==> config.mk <==
export PLATFORM = sky130hd
export DESIGN_NAME = booth_mul_r4_seq
export DESIGN_NICKNAME = d
export VERILOG_FILES = /design/src/rtl/booth_pkg.sv /design/src/rtl/booth_r4_pp_sel.sv /design/src/rtl/booth_mul_r4_seq.sv
export SDC_FILE = /design/constraint.sdc
export NUM_CORES = 1
export LEC_CHECK = 0
export ABC_AREA = 1
export CAP_MARGIN = 20
export CORE_UTILIZATION = 35
export CTS_BUF_LIST = sky130_fd_sc_hd__clkbuf_8
export CTS_CLUSTER_SIZE = 30
export DETAILED_ROUTE_END_ITERATION = 10
export PLACE_DENSITY = 0.54
export SLEW_MARGIN = 20
export SYNTH_ARGS = -nofsm -noshare
export SYNTH_HDL_FRONTEND = slang
export SYNTH_HIERARCHICAL = 1
export SYNTH_SLANG_ARGS = --single-unit
==> constraint.sdc <==
create_clock -name Clk -period 2.36 [get_ports Clk]
set_input_delay 0.236 -clock Clk [delete_from_list [all_inputs] [get_ports Clk]]
set_output_delay 0.236 -clock Clk [all_outputs]
set_load 0.01 [all_outputs]
==> src/rtl/booth_pkg.sv <==
// Shared types and helpers for the radix-4 Booth multiplier family.
// The sequential unit uses them today; a pipelined variant can reuse the digit recoder.
package booth_pkg;

    typedef enum logic [1:0] {
        IDLE = 2'd0,
        RUN  = 2'd1,
        DONE = 2'd2
    } state_e;

    typedef enum logic [2:0] {
        BD_ZERO = 3'd0,
        BD_P1   = 3'd1,
        BD_P2   = 3'd2,
        BD_N1   = 3'd3,
        BD_N2   = 3'd4
    } booth_digit_e;

    // Operands are extended by two bits, and each step retires two of them.
    function automatic int booth_steps(input int n);
        return (n + 2) / 2;
    endfunction

    // Window is {b[i+1], b[i], b[i-1]} of the extended multiplier.
    function automatic booth_digit_e booth_recode(input logic [2:0] bits);
        booth_digit_e d;
        case (bits)
            3'b001, 3'b010: d = BD_P1;
            3'b011:         d = BD_P2;
            3'b100:         d = BD_N2;
            3'b101, 3'b110: d = BD_N1;
            default:        d = BD_ZERO;
        endcase
        return d;
    endfunction

endpackage

==> src/rtl/booth_r4_pp_sel.sv <==
// Radix-4 Booth partial-product selector: recodes a 3-bit window and returns
// the W+1-bit addend plus carry-in. Subtraction is expressed as ~operand with carry-in 1.
module booth_r4_pp_sel #(
    parameter int W = 18
) (
    input  logic [2:0] digit,
    input  logic [W-1:0] a,
    output logic [W:0]   b,
    output logic         ci
);
    import booth_pkg::*;

    booth_digit_e sel;
    logic [W:0]   a_x1;
    logic [W:0]   a_x2;

    assign sel  = booth_recode(digit);
    assign a_x1 = {a[W-1], a};
    // A is an extended N-bit value, so doubling it still fits in W+1 bits.
    assign a_x2 = {a, 1'b0};

    always_comb begin
        b  = '0;
        ci = 1'b0;
        case (sel)
            BD_P1: b = a_x1;
            BD_P2: b = a_x2;
            BD_N1: begin
                b  = ~a_x1;
                ci = 1'b1;
            end
            BD_N2: begin
                b  = ~a_x2;
                ci = 1'b1;
            end
            default: b = '0;
        endcase
    end

endmodule

==> src/rtl/booth_mul_r4_seq.sv <==
// Sequential radix-4 Booth N x N multiplier, two multiplier bits per cycle,
// per-operation signed/unsigned mode, valid/ready on both the operand and result sides.
module booth_mul_r4_seq #(
    parameter int N = 16
) (
    input  logic           Clk,
    input  logic           Rst,
    input  logic           In_Valid,
    output logic           In_Ready,
    input  logic           Signed_Mode,
    input  logic [N-1:0]   M,
    input  logic [N-1:0]   R,
    output logic           Out_Valid,
    input  logic           Out_Ready,
    output logic [2*N-1:0] P
);
    import booth_pkg::*;

    localparam int W  = N + 2;
    localparam int K  = booth_steps(N);
    localparam int CW = $clog2(K + 1);

    generate
        if ((N % 2) != 0 || N < 4) begin : g_bad_n
            $error("booth_mul_r4_seq: N must be even and >= 4");
        end
    endgenerate

    // Handshake: a transfer happens on a rising edge where valid and ready are both 1.
    // Operands transfer when In_Valid & In_Ready; the product retires when
    // Out_Valid & Out_Ready. Ready never depends on the same side's valid, and
    // once Out_Valid is raised it and P hold until the product retires.

    state_e           state;
    state_e           state_nxt;
    logic [CW-1:0]    cnt;
    logic [W-1:0]     a_reg;
    logic [2*W-1:0]   prod;
    logic             guard;

    logic             accept;
    logic             step;
    logic             last_step;
    logic [W-1:0]     m_ext;
    logic [W-1:0]     r_ext;
    logic [W:0]       pp_b;
    logic             pp_ci;
    logic [W:0]       sum;
    logic [2*W-1:0]   prod_nxt;

    assign m_ext = Signed_Mode ? {{2{M[N-1]}}, M} : {2'b00, M};
    assign r_ext = Signed_Mode ? {{2{R[N-1]}}, R} : {2'b00, R};

    booth_r4_pp_sel #(
        .W (W)
    ) u_pp_sel (
        .digit ({prod[1:0], guard}),
        .a     (a_reg),
        .b     (pp_b),
        .ci    (pp_ci)
    );

    // Accumulate on the upper half with one bit of headroom, then shift the
    // whole product right by two, arithmetically.
    assign sum       = {prod[2*W-1], prod[2*W-1:W]} + pp_b + {{W{1'b0}}, pp_ci};
    assign prod_nxt  = {sum[W], sum, prod[W-1:2]};
    assign last_step = (cnt == CW'(1));

    always_ff @(posedge Clk) begin
        if (Rst) begin
            state <= IDLE;
        end else begin
            state <= state_nxt;
        end
    end

    always_comb begin
        state_nxt = state;
        case (state)
            IDLE: begin
                if (In_Valid) begin
                    state_nxt = RUN;
                end
            end
            RUN: begin
                if (last_step) begin
                    state_nxt = DONE;
                end
            end
            DONE: begin
                if (Out_Ready) begin
                    state_nxt = In_Valid ? RUN : IDLE;
                end
            end
            default: state_nxt = IDLE;
        endcase
    end

    always_comb begin
        In_Ready  = 1'b0;
        Out_Valid = 1'b0;
        step      = 1'b0;
        case (state)
            IDLE: In_Ready = 1'b1;
            RUN:  step     = 1'b1;
            DONE: begin
                Out_Valid = 1'b1;
                In_Ready  = Out_Ready;
            end
            default: In_Ready = 1'b0;
        endcase
        accept = In_Valid & In_Ready;
    end

    // P is written only on the final step, so a partial product is never exposed.
    always_ff @(posedge Clk) begin
        if (Rst) begin
            cnt   <= '0;
            a_reg <= '0;
            prod  <= '0;
            guard <= 1'b0;
            P     <= '0;
        end else if (accept) begin
            cnt   <= CW'(K);
            a_reg <= m_ext;
            prod  <= {{W{1'b0}}, r_ext};
            guard <= 1'b0;
        end else if (step) begin
            cnt   <= cnt - CW'(1);
            prod  <= prod_nxt;
            guard <= prod[1];
            if (last_step) begin
                P <= prod_nxt[2*N-1:0];
            end
        end
    end

endmodule
==> results of run 1 <==
## layout make-up
class / instances / share of cell area
Clock buffer: 9 / 0.0158
Tap cell: 211 / 0.0337
Inverter: 114 / 0.0559
Sequential cell: 91 / 0.234
Timing Repair Buffer: 154 / 0.187
Multi-Input combinational cell: 627 / 0.467
Clock inverter: 7 / 0.00639
## per-stage QoR
stage	TNS, ns	hold WS (ns)	cells
CTS	-0.0247	0.215	1196
detailed placement	-2.67	0.453	1162
finish	-0.287	0.237	1213
global route	-2.85	0.243	1213
floorplan	-0.0347	0.380	867
global placement	-2.02	0.456	1162
## per-layer routing
metal  wire length (um)  GRT usage
met1               7320      0.249
met2               7750      0.343
met3                690     0.0507
met4                206     0.0497
met5                  0          0
## placed cells by master, fill, tap and decap left out, types with 10 or more instances in the layout
cell,instances
nand2_1,241
inv_1,99
dfxtp_1,88
nor2_1,81
clkdlybuf4s50_1,69
nand3_1,68
buf_4,66
nand2_2,49
a21oi_1,46
a31oi_1,17
ha_4,15
o21ai_0,14
inv_2,13
nand2_4,12
nand3_2,12
a21oi_2,10
## power by group
part | switching [mW] | leakage (nW) | internal, mW
registers | 0.0924 | 0.744 | 1.63
logic | 0.706 | 2.76 | 0.608
clock network | 0.625 | 0.0942 | 0.391
## worst paths after layout
kind,startpoint,to,slack [ns],cells past startpoint
worst min register to register,P[1],P[1],0.47,2
worst max register to register,prod[0],P[28],-0.04,20
worst max-delay path,prod[0],P[28],-0.04,20
worst min-delay path,Rst,cnt[3],0.24,4
## critical path, delay by kind of cell, from the launching register on
| family | cells | cell delay [ns] |
|---|---|---|
| buffers and inverters | 7 | 0.60 |
| adders and majority gates | 1 | 0.38 |
| DFF | 1 | 0.41 |
| and+or+nand+nor | 12 | 0.93 |
## cell families (layout without fill, tap and decap cells)
logic type | after synthesis | in the layout | synth area share
XOR/XNOR | 7 | 7 | 0.0111
buffers and inverters | 151 | 284 | 0.123
AND/OR/NAND/NOR | 497 | 499 | 0.389
adder cells (fa/ha/maj) | 21 | 21 | 0.0504
AO/OA/AOI/OAI | 100 | 100 | 0.0959
flip-flops | 91 | 91 | 0.331
## repair_timing
action	4_1_cts	5_1_grt
setup endpoints to repair	27	29
gates resized for setup	30	131
gates cloned	2	0
setup buffers	16	17
pin swaps	11	46
==> summary.txt, run 1 <==
Status
  • Status: complete, but fails checks
  • Failing checks: setup timing

Detailed routing
  • Vias per Instance: 4.65
  • Number of routed nets with antenna violations: 0
  • Via count: 5642
  • DR pass1 iterations: 5
  • # DRC: 0
  • WL final: between 15000 and 20000 um
  • Initial drt markers: 250
  • Wire per inst: 13.2 um

STA
  • Tightest Pin Transition: 0.690 ns
  • Slew headroom: 0.540
  • Final Hold Vio Count: 0
  • Setup violations, final: 10
  • RSZ-0062 raised after global routing: true
  • FMAX: 416 MHz
  • Clock Skew: between 0.01 and 0.015 ns
  • Setup ws final: -0.0447 ns
  • Min Tclk post-route: 2.40 ns
  • Post-route clock period utilization: 1.02
  • Final slew viol count: 0

Clock network
  • Number of CTS-inserted buffers: 9
  • Hold buffers post-CTS: 0
  • CTS root buf: clkbuf_8
  • H-tree depth: 3
  • TritonCTS clock tree: built
  • Max clock buf depth: 2
  • Worst-Skew Late Latency: 0.38 ns
  • Sink Count: 91
  • Reg clk slew, reported paths: about 0.1 ns

Logic synthesis
  • Synthesized area: approximately 5500 um2
  • Top cell type's share of synthesized area: 0.331
  • Unique masters post-synth: 31
  • Async S/R FF share, synth: 0
  • Main synth FF type: dfxtp_1
  • Post-Syn Area per Cell: between 6 and 7 um2
  • Most frequent cell after synthesis: nand2_1
  • Synth area leaders: dfxtp_1 33%, nand2_1 20%, nand3_1 7.4%
  • Synth top cells by count: 295 x nand2_1, 106 x inv_1, 91 x dfxtp_1
  • Cell taking the most area after synthesis: dfxtp_1
  • Post-Syn Nets: 925
  • Seq cells post-synth: 91
  • Number of synthesized flops with an enable pin: 0
  • Sequential cell area fraction in the yosys report: 0.331
  • Synth Instances: 867
  • Synthesis Warnings: 6

Worst hold path
  • Hold Crit Class: input port to flip-flop

Worst setup path
  • Worst setup SP type: flip-flop
  • CP peak stage delay: 0.41 ns
  • Crit path DAT: around 2.7 ns
  • CP dominant cell by count: nand2_2
  • CP max FO: 6
  • Critical Path RT: roughly 2.7 ns
  • CP Class: flip-flop to flip-flop
  • Worst path slowest cell: dfxtp_4
  • CP endpoint kind: flip-flop
  • Crit-path cells: buf_6, buf_12, nor2_4, buf_4, nand3_2, nand2_2, inv_2, nand2_2, inv_2, fa_2, inv_2, nand3_2, nand3_2, nand2_2, nand2_4, nand2_2, nand3_1, nand3_1, nand2_1, inv_1

Global route
  • Largest net degree at the start of global routing: 65
  • Overall routing resource usage: 0.200
  • Initial antenna violation count: 0
  • Gr ovfl total: 0
  • First-pass GRT wire length: 25700 um
  • Vias in the first global route: about 5300

Pwr
  • Leakage: 3.60 nW
  • Power Density: 517 nW/um2
  • Final Total Pwr: between 4 and 5 mW
  • VDD IR-drop max: 315 uV

Finish
  • FF+latch area: 1830 um2
  • Share of cells above drive strength 1: 0.250
  • # diodes: 0
  • Final Core Density: 0.513
  • Max reg flops: 35
  • Multi-input combinational cell area: between 3000 and 4000 um2
  • Fill cell count: 1558
  • # nets final: between 1000 and 1500
  • Finished Cell Area: 7830 um2
  • P&R area growth vs syn: 42.2%

Floorplan
  • Die Ht: 127 um
  • Initial Utilization: 0.361
  • Die Wd: between 100 and 150 um
  • IO Pins: around 70
  • Full die area: around 16000 um2
  • Row cnt: 45
  • Area of the core: 15300 um2

Placement
  • Placed instance area: 6650 um2
  • Buffers on Ports: 70
  • Gpl congestion: 0.838
  • Worst slack, placed: -0.168 ns
  • Dpl hpwl: 10700 um

Job
  • Max Cap Viol: 0
No activity file was read; power rests on OpenSTA's default activity.
==> run 2, diff against run 1 <==
- MAX_ROUTING_LAYER: unset -> met4
- SYNTH_HIERARCHICAL: 1 -> unset
==> summary.txt, run 2 <==
Status
  • Status: complete, but fails checks
  • Failing checks: setup timing

Logic synthesis
  • Synth top cells by count: 219 x nand2_1, 105 x nor2_1, 91 x dfxtp_1
  • Synth Instances: 753 (-13%)
  • Synthesis Warnings: 0 (-6)
  • Number of synthesized flops with an enable pin: 0 (unchanged)
  • Seq cells post-synth: 91 (unchanged)
  • Post-Syn Nets: 811 (-12%)
  • Async S/R FF share, synth: 0 (unchanged)
  • Main synth FF type: dfxtp_1
  • Sequential cell area fraction in the yosys report: 0.365 (+0.0344)
  • Post-Syn Area per Cell: 6.62 um2 (+4.3%)
  • Most frequent cell after synthesis: nand2_1
  • Synth area leaders: dfxtp_1 37%, nand2_1 16%, nor2_1 7.9%
  • Cell taking the most area after synthesis: dfxtp_1
  • Unique masters post-synth: 36 (+16%)
  • Top cell type's share of synthesized area: 0.365 (+0.0344)
  • Synthesized area: 4990 um2 (-9.4%)

Detailed routing
  • Wire per inst: 14.0 um (+6.0%)
  • WL met3: 633 um (-8.3%)
  • Top Layer Used: met4
  • Via count: 5158 (-8.6%)
  • WL final: 14900 um (-6.9%)
  • # DRC: 0 (unchanged)
  • DR pass1 iterations: 4 (-1)
  • Number of routed nets with antenna violations: 0 (unchanged)
  • Met2 routed WL: 7410 um (-4.5%)
  • M1 WL: 6610 um (-9.6%)
  • Vias per Instance: 4.84 (+4.1%)
  • Initial drt markers: 185 (-26%)

Finish
  • Share of cells above drive strength 1: 0.289 (+0.0388)
  • Final Core Density: 0.521 (+0.00766)
  • Max reg flops: 35 (unchanged)
  • # diodes: 0 (unchanged)
  • Non-filler cells, final: 1065 (-12%)
  • Fill cell count: 1345 (-14%)
  • # nets final: 938 (-11%)
  • P&R area growth vs syn: 45.0%
  • Commonest cells after routing, fill and taps aside: 175 x nand2_1, 90 x nor2_1, 88 x dfxtp_1
  • Commonest non-fill, non-tap cell in the layout: nand2_1

Worst setup path
  • Critical R2R Launch: guard
  • Worst setup SP type: flip-flop
  • Crit-path cells: buf_6, nor2_4, inv_2, nand2_4, nor2_4, buf_4, a221oi_1, o21ai_1, ha_1, nand2_1, o21ai_1, a21oi_2, nand3_1, nand3_2, nand2_2, inv_2
  • CP max FO: 6 (unchanged)
  • CP peak stage delay: 0.44 ns (+0.03 ns)
  • Setup slack, reg-to-reg: -0.25 ns (-0.21 ns)
  • Worst path slowest cell: ha_1
  • CP endpoint kind: flip-flop
  • Critical Path RT: 2.64 ns (-0.02 ns)
  • CP Class: flip-flop to flip-flop
  • Crit path DAT: 2.90 ns (+0.20 ns)
  • Critical path startpoint: guard

Job
  • Max Cap Viol: 0 (unchanged)

Worst hold path
  • Hold_sp: Rst
  • Hold Crit Class: input port to flip-flop

Clock network
  • Max clock buf depth: 2 (unchanged)
  • TritonCTS clock tree: built
  • Worst-Skew Late Latency: 0.38 ns (about the same)
  • Hold buffers post-CTS: 0 (unchanged)
  • CTS root buf: clkbuf_8
  • H-tree depth: 3 (unchanged)
  • Number of CTS-inserted buffers: 9 (unchanged)
  • Sink Count: 91 (unchanged)
  • Reg clk slew, reported paths: 0.10 ns (about the same)

STA
  • Setup violations, final: 28 (+18)
  • Post-route clock period utilization: 1.11 (+0.0878)
  • Slew headroom: 0.533 (-0.00704)
  • Tightest Pin Transition: 0.701 ns (+0.0106 ns)
  • Clock Skew: 0.0114 ns (-0.000525 ns)
  • Final Hold Vio Count: 0 (unchanged)
  • Fin Hold WS: 0.301 ns (+0.0639 ns)
  • Setup ws final: -0.252 ns (-0.207 ns)
  • RSZ-0062 raised after global routing: true
  • Final slew viol count: 0 (unchanged)
  • FMAX: 383 MHz (-7.9%)
  • Min Tclk post-route: 2.61 ns (+0.207 ns)

Floorplan
  • Die Wd: 121 um (-4.8%)
  • Area of the core: 13900 um2 (-9.0%)
  • Row cnt: 43 (-4.4%)
  • IO Pins: 71 (unchanged)
  • Die Ht: 121 um (-4.8%)
  • Full die area: 14700 um2 (-9.3%)
  • Initial Utilization: 0.359 (-0.00159)

Placement
  • Dpl cells: 1019 (-12%)
  • Gpl congestion: 0.842 (+0.48%)
  • Dpl hpwl: 10200 um (-5.4%)
  • Buffers on Ports: 70 (unchanged)
  • Worst slack, placed: -0.506 ns (-0.338 ns)

Global route
  • Overall routing resource usage: 0.216 (+0.0161)
  • Vias in the first global route: 5004 (-6.2%)
  • Largest net degree at the start of global routing: 62 (-4.6%)
  • Gr ovfl total: 0 (unchanged)
  • Initial antenna violation count: 0 (unchanged)
  • First-pass GRT wire length: 24200 um (-5.9%)

Pwr
  • Power Density: 542 nW/um2 (+4.7%)
  • VDD IR-drop max: 355 uV (+13%)
  • Leakage: 3.20 nW (-11%)
run 2: kinds of logic after synthesis:
kind of cell / share of synthesized area
AOI/OAI and AO/OA: 0.153
xor gates and xnor gates: 0.0123
adders and majority gates: 0.0557
buffers and inverters: 0.107
DFF: 0.365
and+or+nand+nor: 0.307
run 2: critical path: cells and delay by family (launching register included):
kind,cells,cell delay [ns]
AND/OR/NAND/NOR,7,0.71
flip-flops,1,0.34
buffers and inverters,4,0.36
AO/OA/AOI/OAI,4,0.67
adder cells (fa/ha/maj),1,0.44
run 2: path summary, 6_finish.rpt:
| check | end | cells after the start |
|---|---|---|
| setup / recovery | prod[31] | 16 |
| hold / removal | cnt[3] | 4 |
| setup reg to reg | prod[31] | 16 |
| hold reg to reg | P[10] | 2 |
run 2: routing by layer:
| layer | track usage | vias up |
|---|---|---|
| met5 | - | - |
| met4 | 0.0602 | 0 |
| met3 | 0.0484 | 18 |
| met2 | 0.363 | 100 |
| met1 | 0.259 | 2377 |
| li1 | - | 2663 |
run 2: timing repair:
action,CTS,global route
hold endpoints to repair,0,0
setup buffers,17,14
endpoints found under the setup margin,33,32
gates cloned,0,0
pin swaps,51,57
resized for setup,118,80
run 2: report_power, final:
| group | total (mW) | internal, mW | leakage (nW) | switching (mW) |
|---|---|---|---|---|
| Sequential | 1.72 | 1.63 | 0.744 | 0.0873 |
| Combinational | 1.10 | 0.510 | 2.35 | 0.590 |
| Clock | 1.10 | 0.491 | 0.107 | 0.608 |
| Total | 3.92 | 2.63 | 3.20 | 1.29 |
run 2: cell type report:
| type | count | area (um2) | area share |
|---|---|---|---|
| Timing Repair Buffer | 147 | 1330 | 0.184 |
| Multi-Input combinational cell | 540 | 3300 | 0.457 |
| Clock buffer | 9 | 124 | 0.0171 |
| Clock inverter | 7 | 68.8 | 0.00952 |
| Tap cell | 180 | 225 | 0.0312 |
| Inverter | 91 | 352 | 0.0486 |
| Sequential cell | 91 | 1830 | 0.253 |
run 2: per-stage QoR:
step | power (mW) | TNS (ns) | instance area, um2
2_1_floorplan | 2.26 | -0.0323 | 5010
3_3_place_gp | 2.60 | -9.82 | 6090
3_5_place_dp | 2.61 | -11.69 | 6090
4_1_cts | 3.84 | -3.91 | 6790
5_1_grt | 4.14 | -9.71 | 7230
6_report | 3.92 | -4.53 | 7230
==> run 3, diff against run 2 <==
- GPL_ROUTABILITY_DRIVEN: unset -> 0
==> summary.txt, run 3 (same netlist as run 2, synthesis figures left out) <==
Status
  • Status: complete, but fails checks
  • Failing checks: setup timing

STA
  • Post-route clock period utilization: 1.05 (-0.0576)
  • Setup ws final: -0.116 ns (+0.136 ns)
  • Final Hold Vio Count: 0 (unchanged)
  • RSZ-0062 raised after global routing: true
  • Setup violations, final: 19 (-32%)
  • Slew headroom: 0.542 (+0.00920)
  • Clock Skew: 0.0110 ns (-0.000327 ns)
  • Tightest Pin Transition: 0.687 ns (-0.0138 ns)
  • Final slew viol count: 0 (unchanged)
  • Min Tclk post-route: 2.48 ns (-0.136 ns)
  • Fin Hold WS: 0.297 ns (-0.00341 ns)
  • Final setup TNS: -1.53 ns (+3.00 ns)
  • FMAX: 404 MHz (+5.5%)

Pwr
  • VDD IR-drop max: 359 uV (+1.1%)
  • Sw power: 1.28 mW (-0.48%)
  • Power Density: 559 nW/um2 (+3.3%)
  • Sw frac: 0.339 (+0.0107)
  • Leakage: 3.00 nW (-6.4%)
  • Clk pwr share: 0.281 (about the same)
  • Seq pwr share: 0.455 (+0.016)
  • Comb pwr share: 0.264 (-0.017)
  • P_int: 2.49 mW (-5.2%)

Finish
  • Final Core Density: 0.486 (-0.0347)
  • Max reg flops: 35 (unchanged)
  • # diodes: 0 (unchanged)
  • P&R area growth vs syn: 35.3%
  • Share of cells above drive strength 1: 0.202 (-0.0874)
  • # nets final: 920 (-1.9%)
  • Commonest non-fill, non-tap cell in the layout: nand2_1
  • Commonest cells after routing, fill and taps aside: 202 x nand2_1, 97 x nor2_1, 89 x dfxtp_1
  • Non-filler cells, final: 1047 (-1.7%)

Clock network
  • Hold buffers post-CTS: 0 (unchanged)
  • Number of CTS-inserted buffers: 9 (unchanged)
  • CTS root buf: clkbuf_8
  • Reg clk slew, reported paths: 0.10 ns (about the same)
  • H-tree depth: 3 (unchanged)
  • Worst-Skew Late Latency: 0.39 ns (about the same)
  • Max clock buf depth: 2 (unchanged)
  • Sink Count: 91 (unchanged)
  • TritonCTS clock tree: built

Worst setup path
  • CP dominant cell by count: nand2_2
  • Critical Path RT: 2.65 ns (about the same)
  • CP endpoint: prod[29]
  • Critical path startpoint: guard
  • R2R depth: 19 (+3)
  • Setup slack, reg-to-reg: -0.12 ns (+0.14 ns)
  • Worst setup SP type: flip-flop
  • CP Class: flip-flop to flip-flop
  • Terminus of the critical flop-to-flop path: prod[29]
  • Crit path DAT: 2.77 ns (-0.13 ns)
  • CP peak stage delay: 0.41 ns (-0.03 ns)
  • CP max FO: 7 (+1)
  • CP endpoint kind: flip-flop
  • Critical R2R Launch: guard
  • Crit-path cells: nor2_4, inv_2, nand2_2, nor2_4, buf_6, a221oi_2, o21ai_1, ha_2, nand2_4, inv_1, nand2_1, nand2_2, nand2_2, nand3_4, nand2_2, nand3_1, nand3_1, nand2_1, inv_1
  • Worst path slowest cell: ha_2

Detailed routing
  • Initial drt markers: 227 (+23%)
  • Via count: 5041 (-2.3%)
  • Vias per Instance: 4.81 (-0.59%)
  • Number of routed nets with antenna violations: 0 (unchanged)
  • WL final: 14200 um (-4.3%)
  • DR pass1 iterations: 6 (+2)
  • # DRC: 0 (unchanged)
  • Wire per inst: 13.6 um (-2.7%)

Global route
  • Overall routing resource usage: 0.207 (-0.00947)
  • Initial antenna violation count: 0 (unchanged)
  • Largest net degree at the start of global routing: 62 (unchanged)
  • First-pass GRT wire length: 23100 um (-4.6%)
  • Vias in the first global route: 4849 (-3.1%)
  • Gr ovfl total: 0 (unchanged)

Placement
  • Worst slack, placed: -0.341 ns (+0.165 ns)
  • Buffers on Ports: 70 (unchanged)
  • Dpl cells: 1015 (-0.39%)
  • Dpl hpwl: 10200 um (+0.37%)

Floorplan
  • IO Pins: 71 (unchanged)
  • Area of the core: 13900 um2 (unchanged)
  • Initial Utilization: 0.359 (unchanged)
  • Die Ht: 121 um (unchanged)
  • Row cnt: 43 (unchanged)
  • Full die area: 14700 um2 (unchanged)
  • Die Wd: 121 um (unchanged)

Worst hold path
  • WHS Path Cells: 4 (unchanged)
  • Hold Crit Class: input port to flip-flop

Job
  • Max Cap Viol: 0 (unchanged)
## run 3: cell count changes in the layout (fill, tap and decap cells not counted), moves of 5 or more
cell	change
nand2_2	-24
nand3_1	+14
nand3_2	-11
nor2_1	+7
buf_4	-8
o21ai_0	+5
nor2_2	-5
nand2_1	+27
buf_6	-10
## run 3: area by class of cell
| class | count | area (um2) |
|---|---|---|
| clock buffers | 9 | 124 |
| clock inverters | 7 | 62.6 |
| fillers | 1410 | 7130 |
| inverters | 91 | 344 |
| multi-input cells | 540 | 3020 |
| flip-flops and latches | 91 | 1830 |
| well taps | 180 | 225 |
| repair buffers | 128 | 1140 |
| repair inverters | 1 | 7.51 |
## run 3: worst max-delay path, delay by kind of cell (launching register included)
kind	cells	cell delay [ns]
AO/OA/AOI/OAI	2	0.34
adder cells (fa/ha/maj)	1	0.41
buffers and inverters	4	0.29
flip-flops	1	0.35
AND/OR/NAND/NOR	12	0.98
## run 3: what timing repair did
item	CTS	global route
setup buffers	14	1
cloned	1	0
hold endpoints to repair	0	0
resized for setup	71	33
endpoints found under the setup margin	31	32
pin swaps	29	3
## run 3: how the worst min path moves through the flow
stage	start	to
finish	Rst	cnt[3]
global route	Rst	cnt[3]
CTS	Rst	cnt[3]
detailed placement	P[9]	P[9]
global placement	P[10]	P[10]
floorplan	M[4]	a_reg[4]
## run 3: power groups by stage
stage / clock [mW] / sequential, mW / combinational, mW
4_1_cts: 1.10 / 1.72 / 0.955
3_5_place_dp: 0 / 1.74 / 0.859
5_1_grt: 1.16 / 1.73 / 1.10
2_1_floorplan: 0 / 1.73 / 0.534
6_report: 1.06 / 1.72 / 0.996
3_3_place_gp: 0 / 1.74 / 0.847
## run 3: per-stage QoR
step / area [um2] / total power, mW
5_1_grt: 6750 / 3.99
3_5_place_dp: 6060 / 2.60
4_1_cts: 6600 / 3.77
2_1_floorplan: 5010 / 2.26
3_3_place_gp: 6060 / 2.59
6_report: 6750 / 3.77
## run 3: metal layers
| metal | up-vias | wire (um) | share of wire | track usage |
|---|---|---|---|---|
| met4 | 0 | 203 | 0.014 | 0.0579 |
| met2 | 96 | 7040 | 0.49 | 0.357 |
| li1 | 2629 | - | - | - |
| met5 | - | 0 | 0 | - |
| met3 | 15 | 564 | 0.040 | 0.0503 |
| met1 | 2301 | 6410 | 0.45 | 0.236 |
